File: src/rtl/fetch_stage.sv
// Instruction fetch stage: PC generation, credit-limited imem requests and an in-order fetch queue.
// Optional macro FETCH_TRACE_EN compiles in a simulation-only pop/redirect trace.
module fetch_stage #(
  parameter int              XLEN     = 32,
  parameter int              DEPTH    = 4,
  parameter logic [XLEN-1:0] RESET_PC = '0
) (
  input  logic            i_clk,
  input  logic            i_rst_n,
  input  logic            i_b_taken,
  input  logic [XLEN-1:0] i_b_pc,
  output logic            imem_req_valid,
  output logic [XLEN-1:0] imem_req_addr,
  input  logic            i_imem_req_ready,
  input  logic            i_imem_rsp_valid,
  input  logic [31:0]     i_imem_rsp_data,
  output logic            fq_valid,
  output logic [XLEN-1:0] fq_pc,
  output logic [31:0]     fq_instr,
  input  logic            i_dec_ready
);
  localparam int            PW      = $clog2(DEPTH);
  localparam int            CW      = PW + 1;
  localparam logic [CW:0]   DEPTH_W = (CW + 1)'(DEPTH);

  logic [XLEN-1:0] pc_reg, pc_next;
  logic [XLEN-1:0] rsp_pc_reg, rsp_pc_next;
  logic [CW-1:0]   count_reg, count_next;
  logic [CW-1:0]   inflight_reg, inflight_next;
  logic [CW-1:0]   drop_reg, drop_next;
  logic [PW-1:0]   wr_ptr_reg, wr_ptr_next;
  logic [PW-1:0]   rd_ptr_reg, rd_ptr_next;
  logic            started_reg;

  logic [XLEN-1:0] pc_mem    [DEPTH];
  logic [31:0]     instr_mem [DEPTH];

  logic [CW:0]     credit_used;
  logic [XLEN-1:0] redirect_pc;
  logic            req_fire, rsp_fire, push, pop;

  assign redirect_pc = i_b_pc & ~XLEN'(3);
  assign credit_used = {1'b0, count_reg} + {1'b0, inflight_reg};

  // Queue entries plus outstanding requests never exceed DEPTH, so a push can never find the queue full.
  assign imem_req_valid = i_rst_n & started_reg & ~i_b_taken & (credit_used < DEPTH_W);
  assign imem_req_addr  = pc_reg;
  assign req_fire       = imem_req_valid & i_imem_req_ready;

  // Responses with nothing outstanding belong to requests abandoned by a reset.
  assign rsp_fire = i_imem_rsp_valid & (inflight_reg != '0);
  assign push     = rsp_fire & (drop_reg == '0) & ~i_b_taken;

  assign fq_valid = i_rst_n & (count_reg != '0) & ~i_b_taken;
  assign fq_pc    = pc_mem[rd_ptr_reg];
  assign fq_instr = instr_mem[rd_ptr_reg];
  assign pop      = fq_valid & i_dec_ready;

  always_comb begin
    pc_next       = pc_reg;
    rsp_pc_next   = rsp_pc_reg;
    count_next    = count_reg;
    drop_next     = drop_reg;
    wr_ptr_next   = wr_ptr_reg;
    rd_ptr_next   = rd_ptr_reg;
    inflight_next = inflight_reg + CW'(req_fire) - CW'(rsp_fire);
    if (i_b_taken) begin
      pc_next     = redirect_pc;
      rsp_pc_next = redirect_pc;
      count_next  = '0;
      wr_ptr_next = '0;
      rd_ptr_next = '0;
      // Every request still outstanding after this cycle is stale; older drops are a subset of them.
      drop_next   = inflight_next;
    end else begin
      if (req_fire)
        pc_next = pc_reg + XLEN'(4);
      if (rsp_fire && (drop_reg != '0))
        drop_next = drop_reg - CW'(1);
      if (push) begin
        wr_ptr_next = wr_ptr_reg + PW'(1);
        rsp_pc_next = rsp_pc_reg + XLEN'(4);
      end
      if (pop)
        rd_ptr_next = rd_ptr_reg + PW'(1);
      count_next = count_reg + CW'(push) - CW'(pop);
    end
  end

  always_ff @(posedge i_clk) begin
    if (!i_rst_n) begin
      pc_reg       <= RESET_PC;
      rsp_pc_reg   <= RESET_PC;
      count_reg    <= '0;
      inflight_reg <= '0;
      drop_reg     <= '0;
      wr_ptr_reg   <= '0;
      rd_ptr_reg   <= '0;
      started_reg  <= 1'b0;
    end else begin
      pc_reg       <= pc_next;
      rsp_pc_reg   <= rsp_pc_next;
      count_reg    <= count_next;
      inflight_reg <= inflight_next;
      drop_reg     <= drop_next;
      wr_ptr_reg   <= wr_ptr_next;
      rd_ptr_reg   <= rd_ptr_next;
      started_reg  <= 1'b1;
    end
  end

  always_ff @(posedge i_clk) begin
    if (push) begin
      pc_mem[wr_ptr_reg]    <= rsp_pc_reg;
      instr_mem[wr_ptr_reg] <= i_imem_rsp_data;
    end
  end

`ifdef FETCH_TRACE_EN
  logic [31:0] trace_cycle_reg;
  always_ff @(posedge i_clk) begin
    if (!i_rst_n)
      trace_cycle_reg <= '0;
    else
      trace_cycle_reg <= trace_cycle_reg + 32'd1;
    if (i_rst_n && pop)
      $display("fetch pop: pc=%h instr=%h cycle=%0d", fq_pc, fq_instr, trace_cycle_reg);
    if (i_rst_n && i_b_taken)
      $display("fetch redirect: target=%h cycle=%0d", redirect_pc, trace_cycle_reg);
  end
`else
  // Trace disabled: no display logic.
`endif

endmodule

File: config.mk
export PLATFORM = sky130hd
export DESIGN_NAME = fetch_stage
export DESIGN_NICKNAME = d
export VERILOG_FILES = /design/src/rtl/fetch_stage.sv
export SDC_FILE = /design/constraint.sdc
export NUM_CORES = 1
export LEC_CHECK = 0
export BUFFER_PORTS_ARGS = -buffer_cell sky130_fd_sc_hd__buf_4
export CAP_MARGIN = 10
export CORE_MARGIN = 2
export CORE_UTILIZATION = 50
export CTS_CLUSTER_DIAMETER = 200
export DETAILED_ROUTE_END_ITERATION = 10
export PLACE_DENSITY_LB_ADDON = 0.2
export SETUP_SLACK_MARGIN = 0.5
export SYNTH_ARGS = -nofsm -noshare
export SYNTH_HDL_FRONTEND = slang
export SYNTH_SLANG_ARGS = --single-unit
File: constraint.sdc
create_clock -name i_clk -period 9.4 [get_ports i_clk]
set_clock_uncertainty 0.1 [all_clocks]
set_input_delay 0.94 -clock i_clk [delete_from_list [all_inputs] [get_ports i_clk]]
set_output_delay 0.94 -clock i_clk [all_outputs]
set_load 0.02 [all_outputs]
==> results.md <==
* Grt ovf at 0
* Root buf cell: clkbuf_16
* FF+latch area at ~9000 sq um
* HP Start: rsp_pc_reg[21]
* Yosys warns at 0
* WL met3 at approximately 1.9 mm
* First-pass GRT wire length at between 40 and 50 mm
* Met1 WL at 11.57 mm
* Synth area leader: edfxtp_1
* Net Sw Frac at 0.2402
* Critical setup path kind: in2reg
* Hold Vio Cnt, Final at 0
* Final period util at 0.4515
* Via total after detailed routing at ~7,500
* Nets at around 1,100
* Area of the multi-input gates at between 3000 and 4000 sq um
* Fill cell count at 2,011
* Post-synthesis area per instance at between 15 and 20 sq um
* Tmin final at ~4200 ps
* HP Class: reg2reg
* Final Cell Area at ~16,000 sq um
* Worst Setup Start Kind: primary input
* Clock Pin Slew Worst Setup and Hold Paths at approximately 60 ps
* Drt pass-1 iters at 5
* Top cell type's share of synthesized area at 0.5709
* Crit path DAT at roughly 4500 ps
* Max VDD drop at ~110 uV
* Logic pwr share at 0.112
* Gpl congestion at ~0.84
* Clock Path Buffers at 3
* Die X at approximately 170 um
* Area contributors post-synth: edfxtp_1 (57%), dfxtp_1 (12%), mux4_2 (11%), xnor2_1 (2.3%), a21oi_1 (1.8%)
* Sequential power share at 0.517
* Antenna-violating nets left at 0
* CP startpoint: i_rst_n
* Synth Flop Type: edfxtp_1
* CTS tree: yes
* Post-synthesis instance area at roughly 13,000 sq um
* Hold Slack at ~440 ps
* Placement Rows at between 50 and 60
* Distinct cells, synth at 57
* Worst R2R Start: inflight_reg[2]
* Met2 wire length at between 10 and 15 mm
* DRC Markers at 0
* Ys async rst share at 0
* Relative slew margins at 0.4022
* Largest net degree at the start of global routing at about 70
* Post-synth EDFFs at roughly 250
* Crit end category: flop
* Slew @ Worst Pin at 896.7 ps
* #FFs+latches synth at 324
* All-layer global routing usage at 0.1917
* Die footprint at 27,400 sq um
* Post-CTS Resized at 0
* Vias in the first global route at around 7,400
* Setup TNS at 0 ps
* Highest Signal Layer: met4
* Antenna Cells at 0
* Total CTS buffers at 34
* Largest Register: instr_mem
* Core ar. at ~26,000 sq um
* Placed Area at about 15,000 sq um
* Clk sink count at approximately 320
* Pwr Total at between 3 and 4 mW
* Leakage at between 5 and 6 nW
* Outcome: completed
* H-tree depth at 2
* Initial antenna violation count at 0
* Register area share after synthesis at 0.6875
* Fin util at 0.6021
* Post-CTS Setup Inserts at 0
* Worst EP required at between 9000 and 10,000 ps
* P_sw at about 800 uW
* Clock Power Share at 0.371
* Final wirelength at about 26 mm
* DRT iter0 DRCs at about 500
* RSZ-0062 raised after global routing: false
* # setup viols final at 0
* Die H at between 150 and 200 um
* # hold bufs at CTS at 0
* Dpl hpwl at approximately 16 mm
* Via/cell ratio at about 5.6
* Area grow syn2layout at 19.25%
* Clock latency on the worst-skew pair at between 500 and 600 ps
* Final-report max-slew violation count at 0
* Power Dens Cells at about 210 nW/um^2
* Cell Int Power at 2.469 mW
* Initial core utilization at 0.5049
* Largest regs: instr_mem x128, pc_mem x120
* Worst-path fanout max at 38
* IO Count at approximately 170
* # port buffers at 161
* Drt wl/cell at between 15 and 20 um
* Max reg flops at roughly 130
* Fmax at roughly 240 MHz
* Dominant cell by count in the synthesized netlist: edfxtp_1
* Maxcap violations at 0
* Commonest cells post-synth: edfxtp_1 (248), dfxtp_1 (76), mux4_2 (62), nand2_1 (49), a21oi_1 (46)
* Mapped Cells at 827
* Fraction of layout cells with a size suffix above 1 at 0.2911
==> routing by layer <==
metal	vias to the layer above	track usage
met3	25	0.04021
met5	-	0
met1	3687	0.2703
met2	253	0.3103
met4	0	0.04193
li1	3572	-
==> power groups by stage <==
stage	sequential, mW	combinational [mW]	clock [mW]
after global placement	1.71	0.365	0
final	1.68	0.365	1.20
after CTS	1.68	0.371	1.23
after global routing	1.69	0.404	1.29
after detailed placement	1.71	0.369	0
after floorplan	1.70	0.221	0
==> area by class of cell <==
cell class | instances | area share
clock inverter | 18 | 0.007319
timing repair buffer | 168 | 0.08107
sequential | 324 | 0.5769
multi-input combinational | 445 | 0.2457
inverter | 19 | 0.004585
clock buffer | 43 | 0.05751
tap | 335 | 0.02694
==> kinds of logic (layout without fill, tap and decap cells) <==
kind of cell,count (synthesis),in the layout,share of synthesized area
flops,324,324,0.6875
simple gates,196,196,0.08220
compound gates,121,121,0.05438
mux,66,66,0.1102
buf+inv,61,248,0.02072
xor+xnor,42,42,0.02820
fa+ha+maj,16,16,0.01650
other cells,1,4,0.0002875
==> path summary, 6_finish.rpt <==
kind	endpoint	depth (start not counted)	slack, ps
worst min register to register	pc_mem[0][21]	0	440
worst max register to register	drop_reg[2]	12	5570
worst max-delay path	drop_reg[2]	12	5160
worst min-delay path	pc_mem[0][21]	0	440
==> through the flow <==
step / setup WS [ps] / instances
after floorplan: 6002 / 830
after global placement: 4686 / 1291
after detailed placement: 4635 / 1291
after CTS: 5185 / 1352
after global routing: 4804 / 1352
final: 5156 / 1352
==> critical path, stage by stage <==
cell	delay [ps]
buf_4	300
nor2b_1	630
and4_1	760
inv_2	380
ha_1	390
inv_1	40
ha_1	180
fa_1	380
xnor2_1	170
xnor2_1	130
nor2_1	70
o2bb2ai_1	150
==> layout by cell type, fill, tap and decap left out, types with 25 or more instances in the layout <==
master       n
edfxtp_1   248
buf_4      168
dfxtp_1     74
mux4_2      62
nand2_1     49
a21oi_1     46
o21ai_0     39
xnor2_1     34
clkbuf_16   34
nor2_1      27
nand3_1     25
Power figures use the tool's default switching activity.
